### src/rtl/prog_loader_if.sv
// Byte-stream input and CPU-memory external write port of the program loader.
interface prog_loader_if;
  logic        in_valid;
  logic [7:0]  in_data;
  logic        in_last;
  logic        in_ready;
  logic        Ext_MemWrite;
  logic [31:0] Ext_DataAdr;
  logic [31:0] Ext_WriteData;

  modport master (
    output in_valid, in_data, in_last,
    input  in_ready,
    input  Ext_MemWrite, Ext_DataAdr, Ext_WriteData
  );

  modport slave (
    input  in_valid, in_data, in_last,
    output in_ready,
    output Ext_MemWrite, Ext_DataAdr, Ext_WriteData
  );
endinterface

### src/rtl/prog_loader.sv
// Packs a little-endian byte stream into 32-bit words and writes them to CPU memory; strobe one cycle after the completing byte.
// Backpressure: in_ready drops during the write cycle and outside LOAD, so peak rate is 4 bytes per 5 cycles.
module prog_loader #(
  parameter int          DEPTH_WORDS = 64,
  parameter logic [31:0] BASE_ADDR   = 32'h0
) (
  input  logic              clk,
  input  logic              reset,
  input  logic              start,
  prog_loader_if.slave      bus,
  output logic              cpu_reset,
  output logic              busy,
  output logic              done,
  output logic              err,
  output logic [15:0]       word_count
);

  typedef enum logic [2:0] {IDLE, LOAD, WRITE, DONE, ERR} state_t;

  localparam logic [15:0] DEPTH16 = 16'(DEPTH_WORDS);

  state_t      state, nextState;
  logic [1:0]  byteIdx;
  logic [31:0] wordBuf, nextBuf, addr, adrQ, dataQ;
  logic [15:0] wordCount;
  logic        lastSeen;
  logic        inReady, memWrite, accept, wordDone;

  assign accept   = bus.in_valid && inReady;
  assign wordDone = accept && ((byteIdx == 2'd3) || bus.in_last);

  always_comb begin
    nextBuf = wordBuf;
    case (byteIdx)
      2'd0: nextBuf[7:0]   = bus.in_data;
      2'd1: nextBuf[15:8]  = bus.in_data;
      2'd2: nextBuf[23:16] = bus.in_data;
      default: nextBuf[31:24] = bus.in_data;
    endcase
  end

  always_ff @(posedge clk) begin
    if (reset) state <= IDLE;
    else       state <= nextState;
  end

  always_comb begin
    nextState = state;
    case (state)
      IDLE, DONE, ERR: if (start) nextState = LOAD;
      LOAD:            if (wordDone) nextState = WRITE;
      WRITE: begin
        // A terminating byte wins over the depth limit on the final word.
        if (lastSeen)                          nextState = DONE;
        else if (wordCount + 16'd1 == DEPTH16) nextState = ERR;
        else                                   nextState = LOAD;
      end
      default: nextState = IDLE;
    endcase
  end

  // Reset gates the handshake and strobe combinationally so a reset cycle never accepts or writes.
  always_comb begin
    inReady   = 1'b0;
    memWrite  = 1'b0;
    cpu_reset = 1'b1;
    busy      = 1'b0;
    done      = 1'b0;
    err       = 1'b0;
    case (state)
      LOAD: begin
        inReady = !reset;
        busy    = 1'b1;
      end
      WRITE: begin
        memWrite = !reset;
        busy     = 1'b1;
      end
      DONE: begin
        cpu_reset = 1'b0;
        done      = 1'b1;
      end
      ERR:     err = 1'b1;
      default: ;
    endcase
  end

  always_ff @(posedge clk) begin
    if (reset) begin
      byteIdx   <= 2'd0;
      wordBuf   <= 32'd0;
      addr      <= 32'd0;
      wordCount <= 16'd0;
      lastSeen  <= 1'b0;
      adrQ      <= 32'd0;
      dataQ     <= 32'd0;
    end else begin
      case (state)
        IDLE, DONE, ERR: begin
          if (start) begin
            byteIdx   <= 2'd0;
            wordBuf   <= 32'd0;
            wordCount <= 16'd0;
            addr      <= BASE_ADDR;
            lastSeen  <= 1'b0;
          end
        end
        LOAD: begin
          if (accept) begin
            wordBuf  <= nextBuf;
            byteIdx  <= byteIdx + 2'd1;
            lastSeen <= bus.in_last;
            if (wordDone) begin
              adrQ  <= addr;
              dataQ <= nextBuf;
            end
          end
        end
        WRITE: begin
          addr      <= addr + 32'd4;
          wordCount <= wordCount + 16'd1;
          wordBuf   <= 32'd0;
          byteIdx   <= 2'd0;
        end
        default: ;
      endcase
    end
  end

  assign bus.in_ready      = inReady;
  assign bus.Ext_MemWrite  = memWrite;
  assign bus.Ext_DataAdr   = adrQ;
  assign bus.Ext_WriteData = dataQ;
  assign word_count        = wordCount;

endmodule

### src/flat_wrapper.sv
// flat-port wrapper written by rule: the top's interface ports become plain ports
module prog_loader_flat 
#(
  parameter int          DEPTH_WORDS = 64,
  parameter logic [31:0] BASE_ADDR   = 32'h0
)
  (clk, reset, start, cpu_reset, busy, done, err, word_count, bus_in_valid, bus_in_data, bus_in_last, bus_in_ready, bus_Ext_MemWrite, bus_Ext_DataAdr, bus_Ext_WriteData);
  prog_loader_if bus_i ();
  input  logic clk;
  input  logic reset;
  input  logic start;
  output logic cpu_reset;
  output logic busy;
  output logic done;
  output logic err;
  output logic [15:0] word_count;
  input wire logic [$bits(bus_i.in_valid)-1:0] bus_in_valid;
  input wire logic [$bits(bus_i.in_data)-1:0] bus_in_data;
  input wire logic [$bits(bus_i.in_last)-1:0] bus_in_last;
  output wire logic [$bits(bus_i.in_ready)-1:0] bus_in_ready;
  output wire logic [$bits(bus_i.Ext_MemWrite)-1:0] bus_Ext_MemWrite;
  output wire logic [$bits(bus_i.Ext_DataAdr)-1:0] bus_Ext_DataAdr;
  output wire logic [$bits(bus_i.Ext_WriteData)-1:0] bus_Ext_WriteData;
  assign bus_i.in_valid = bus_in_valid;
  assign bus_i.in_data = bus_in_data;
  assign bus_i.in_last = bus_in_last;
  assign bus_in_ready = bus_i.in_ready;
  assign bus_Ext_MemWrite = bus_i.Ext_MemWrite;
  assign bus_Ext_DataAdr = bus_i.Ext_DataAdr;
  assign bus_Ext_WriteData = bus_i.Ext_WriteData;
  prog_loader #(.DEPTH_WORDS(DEPTH_WORDS), .BASE_ADDR(BASE_ADDR)) u_core (.clk(clk), .reset(reset), .start(start), .bus(bus_i), .cpu_reset(cpu_reset), .busy(busy), .done(done), .err(err), .word_count(word_count));
endmodule
### config.mk
export PLATFORM = sky130hd
export DESIGN_NAME = prog_loader_flat
export DESIGN_NICKNAME = d
export VERILOG_FILES = /design/src/rtl/prog_loader_if.sv /design/src/rtl/prog_loader.sv /design/src/flat_wrapper.sv
export SDC_FILE = /design/constraint.sdc
export NUM_CORES = 1
export LEC_CHECK = 0
export CAP_MARGIN = 20
export CORE_MARGIN = 3
export CORE_UTILIZATION = 58
export DETAILED_ROUTE_END_ITERATION = 8
export PLACE_DENSITY_LB_ADDON = 0.3
export RECOVER_POWER = 100
export REMOVE_ABC_BUFFERS = 1
export SKIP_CTS_REPAIR_TIMING = 1
export SLEW_MARGIN = 20
export SYNTH_ARGS = -nofsm -noshare
export SYNTH_HDL_FRONTEND = slang
export SYNTH_SLANG_ARGS = --single-unit
### constraint.sdc
create_clock -name clk -period 5.8 [get_ports clk]
set_input_delay 1.45 -clock clk [delete_from_list [all_inputs] [get_ports clk]]
set_output_delay 1.45 -clock clk [all_outputs]
set_load 0.01 [all_outputs]
Word-level counts from Yosys, hierarchy flattened

Cells that the tools add are included.

Word-level logic and storage cells: 66
Flip-flop bits (word level): 150

Eq/ne operators: 11
Mux-type cells: 27
Reductions and logical operators: 17
Add/sub/neg operators: 3

Operator list:

| cell                                                             | count |
|---|---|
| 32-bit case mux with 3 select lines                              | 1 |
| 32-bit 2-to-1 mux                                                | 2 |
| 32-bit case mux with 2 select lines                              | 1 |
| 32-bit by 3-bit adder with 32-bit output, second input constant  | 1 |
| 8-bit 2-to-1 mux                                                 | 4 |
| 16-bit case mux with 2 select lines                              | 1 |
| 16-bit by 1-bit adder with 16-bit output, second input constant  | 1 |
| 16-bit by 7-bit == test with 1-bit output, second input constant | 1 |
| 16-bit 2-to-1 mux                                                | 1 |
| 3-bit 2-to-1 mux                                                 | 4 |
| 3-bit case mux with 3 select lines                               | 1 |
| 3-bit AND reduction                                              | 3 |
| 1-bit 2-to-1 mux                                                 | 8 |
| 3-bit by 2-bit == test with 1-bit output, second input constant  | 2 |
| 2-bit case mux with 3 select lines                               | 1 |
| 3-bit OR reduction                                               | 2 |
| 2-bit == test, second input constant                             | 2 |
| 2-bit 2-to-1 mux                                                 | 2 |
| 2-bit by 1-bit != test with 1-bit output, second input constant  | 2 |
| 2-bit AND reduction                                              | 2 |
| 2-bit nonzero test                                               | 2 |
| 3-bit by 1-bit == test with 1-bit output, second input constant  | 1 |
| 3-bit == test, second input constant                             | 1 |
| 3-bit zero test                                                  | 1 |
| other kinds (10)                                                 | 11 |

Logic depth before layout (Yosys ltp)

Depth in word-level cells: 6
Depth in mapped cells: 8
Gate-level depth less buffers: 6

Worst setup path after synthesis

Ideal clock, no wire load.

Path type: input to output
From: input port reset
To: output port bus_in_ready
Cell stages on the path: 4
Setup slack: 1.945 ns
Arrival: 2.405 ns
Required time: 4.350 ns
Buffers on the path: 3
Cell sequence: clkbuf_1 buf_1 buf_1 nor2_1

Cells in the longest elaborated chain, start to end: 2

Ends and longest elaborated chain:

| item               | RTL line           | text |
|---|---|---|
| start: declaration | flat_wrapper.sv:10 | `input logic reset;` |
| 1-bit zero test    | prog_loader.sv:72  | `inReady = !reset;` |
| 1-bit 2-to-1 mux   | prog_loader.sv:70  | `case (state)` |
| end: declaration   | flat_wrapper.sv:20 | `output wire logic [$bits(bus_i.in_ready)-1:0] bus_in_ready;` |

No other way between the ends.

Final worst setup path

From: register u_core.state[0]
To: output port bus_Ext_MemWrite

Cells in the longest elaborated chain, start to end: 2

Ends and longest elaborated chain:

| item                                     | RTL line           | text |
|---|---|---|
| start: declaration                       | prog_loader.sv:22  | `state_t state, nextState;` |
| start signal: assignment                 | prog_loader.sv:44  | `else state <= nextState;` |
| 3-bit by 2-bit == test with 1-bit output | prog_loader.sv:70  |  |
| 1-bit 2-to-1 mux                         | prog_loader.sv:70  |  |
| end: declaration                         | flat_wrapper.sv:21 | `output wire logic [$bits(bus_i.Ext_MemWrite)-1:0] bus_Ext_MemWrite;` |

No other way between the ends.

==> summary.md <==
| Metric | Value |
|---|---|
| Run status | `complete, but fails checks` |
| Failing checks | `capacitance limit, slew limit` |
| Slew @ Worst Pin | `around 2400 ps` |
| Async S/R FF share, synth | `0%` |
| Kind of path behind the tightest hold check | `reg2reg` |
| Number of failing hold endpoints at the final stage | `0` |
| Commonest non-fill, non-tap cells in the layout | `146 x dfxtp_1, 98 x nand2_1, 87 x nor2_1, 84 x dlygate4sd3_1, 65 x a21oi_1` |
| Number of sinks handled by clock tree synthesis | `around 150` |
| Power per standard cell area | `between 200 and 300 nW/um^2` |
| Post-synthesis sequential element count | `146` |
| Placement Setup Slack | `1680 ps` |
| Via count of the first global-routing pass | `~5800` |
| Leading cell type in the layout, fill and taps excluded | `dfxtp_1` |
| I/O pin count | `99` |
| End-of-flow core utilization | `between 70 and 80%` |
| Wire length of the first global-routing pass | `between 20 and 30 mm` |
| Remaining DRCs | `0` |
| Critical path startpoint category | `flop` |
| Max-capacitance violation count | `3` |
| Per-instance average area after synthesis | `8.58 sq um` |
| Count of nets left with antenna violations after detail routing | `0` |
| Fraction of the cycle the final worst path needs | `between 70% and 80%` |
| CORE AREA | `around 11000 sq um` |
| Achievable clock frequency | `between 200 and 250 MHz` |
| CTS root buf | `clkbuf_16` |
| Half-perimeter wire length after placement | `approximately 11 mm` |
| Routed vias | `between 5000 and 6000` |
| Critical path arrival | `~3000 ps` |
| Antenna diode count | `0` |
| Total negative setup slack | `0 ps` |
| Starting utilization of the core area | `60.0%` |
| Maximum number of pins on one net before global-route repair | `around 80` |
| Chip Height | `roughly 110 um` |
| Clock latency on the worst-skew pair | `430 ps` |
| Largest clock skew in the final design | `roughly 8.6 ps` |
| Number of unique standard cell types used by synthesis | `64` |
| Category of the most critical setup path | `reg2out` |
| Clock H-tree levels | `4` |
| Number of instances in the placed design | `between 900 and 1000` |
| Buffer depth of the longest clock path | `2` |
| TritonCTS clock tree | `built` |
| Number of pins with negative max-slew slack in the final report | `37` |
| Antenna violations before repair | `0` |
| Synthesis-to-finish area growth | `21.5%` |
| Detailed-route wire length per cell | `between 15 and 20 um` |
| Routed wire length | `16.0 mm` |
| Worst vdd ir | `around 0.26 mV` |
| Via count normalized by instance count | `a little over 6` |
| Post-route worst setup slack | `between 1000 and 1500 ps` |
| Count of warnings emitted by yosys | `0` |
| Number of synthesized flops with an enable pin | `0` |
| Total standard cell area after synthesis | `6590 sq um` |
| Endpoint type of the worst setup path | `primary output` |
| Global routing usage summed across all routing layers | `25.6%` |
| Final standard cell count with taps included and fillers excluded | `slightly below 1000` |
| Ratio of cells with drive above 1 in the final layout | `under 10%` |
| Slew Limit Headroom | `-62.0%` |
| Worst hold margin | `about 450 ps` |
| Grt ovf | `0` |
| Starting DRC count in detailed routing | `480` |
| Die ar. | `approximately 13000 sq um` |
| Required time of the worst setup path | `~4400 ps` |
| Std cell rows | `38` |
| Sequential element share of the synthesized area | `between 40% and 50%` |
| Final Wtd Congestion | `0.802` |
| Pre-Repair DR Iteration Count | `5` |
| Worst-path maximum fanout | `40` |
| Most common flop cell mapped by yosys | `dfxtp_1` |
| Post-layout minimum cycle time | `between 4000 and 5000 ps` |
| Setup-failing EPs final | `0` |
| Cell count after synthesis | `768` |
| Unrepaired setup endpoints after global routing | `no` |
| Port buffer count | `96` |
| Die span in x | `between 100 and 150 um` |
| Clk pin slew, worst setup/hold paths | `around 60 ps` |
| Total Nets Final | `837` |
| Reported leakage power | `~2.9 nW` |
| Number of CTS-inserted buffers | `17` |
state kept, by name, indices dropped and copies added (netlist names):
signal,flops
u_core.bus.Ext_WriteData,32
u_core.wordBuf,32
u_core.addr,30
u_core.bus.Ext_DataAdr,30
u_core.word_count,16
u_core.state,3
u_core.byteIdx,2
u_core.lastSeen,1
cells by family after synthesis:
family,Yosys count,share of synthesized area (%)
AOI/OAI and AO/OA,197,20.4
adders and majority gates,7,1.33
and+or+nand+nor,287,21.3
buffers and inverters,84,5.55
xor gates and xnor gates,4,0.532
muxes,42,6.50
other,1,0.0569
DFF,146,44.4
metrics by stage:
step                      area, sq um  power (mW)
final                            8000        2.24
after floorplan                  6280        1.12
after global routing             8000        2.31
after global placement           7450        1.19
after detailed placement         7450        1.20
after CTS                        8030        2.26
critical path, cell delays in order (launching register included):
cell,delay (ps)
dfxtp_1,560
or3b_1,1180
nor2_1,130
dlygate4sd3_1,680
layer usage:
layer  wire (um)  vias to the layer above  track usage [%]  part of all wire, %
met5           0                        -                0                    0
met4         208                        0             8.41                  1.3
met3        1020                       22             6.58                  6.4
met2        7830                      194             43.0                   49
met1        6910                     2833             32.1                   43
li1            -                     2884                -                    -
final cells by class:
| class | instances | area [sq um] |
|---|---|---|
| Clock buffer | 19 | 443 |
| Clock inverter | 13 | 138 |
| Fill cell | 839 | 2980 |
| Inverter | 14 | 52.6 |
| Multi-Input combinational cell | 539 | 3280 |
| Sequential cell | 146 | 2920 |
| Tap cell | 140 | 175 |
| Timing Repair Buffer | 99 | 993 |
path summary, 6_finish.rpt:
kind | startpoint | endpoint | slack (ps) | cells past startpoint
setup / recovery | u_core.state[0] | bus_Ext_MemWrite | 1370 | 3
hold / removal | u_core.bus.Ext_DataAdr[19] | u_core.bus.Ext_DataAdr[19] | 450 | 2
setup reg to reg | u_core.state[0] | u_core.addr[14] | 1840 | 4
hold reg to reg | u_core.bus.Ext_DataAdr[19] | u_core.bus.Ext_DataAdr[19] | 450 | 2
power breakdown:
group	total, mW	switching (mW)	internal (mW)
Sequential	1.03	0.0105	1.01
Combinational	0.149	0.102	0.0463
Clock	1.06	0.422	0.642
cells in the mapped netlist (3+ instances only):
library cell    n  area share [%]
buf_4           6            0.68
nand2_1        98             5.6
a311oi_1        7            0.93
clkbuf_1       34             1.9
and2_1          8            0.76
buf_2          16             1.2
o22ai_1         5            0.47
nor3_1          7            0.53
dfxtp_1       146              44
mux2_2          5            0.85
a21oi_1        65             4.9
nand4b_1        3            0.40
o211ai_1        3            0.34
or3_1           9            0.85
nand4_1        11             1.0
nor4_1          7            0.66
buf_1          13            0.74
nor2_1         87             5.0
o21ai_0        20             1.5
or4_1           4            0.46
o41ai_1         4            0.53
a22oi_1        11             1.3
a31oi_1         6            0.57
a32o_1         22             3.3
and3_1          4            0.38
nand2b_1        4            0.38
ha_1            7             1.3
o2111ai_1       4            0.53
inv_1          13            0.74
a211oi_1       35             4.0
mux2i_1        36             5.5
nand3_1        24             1.8
a41oi_1         4            0.53
Note: power is estimated with default switching activity, not from simulation.
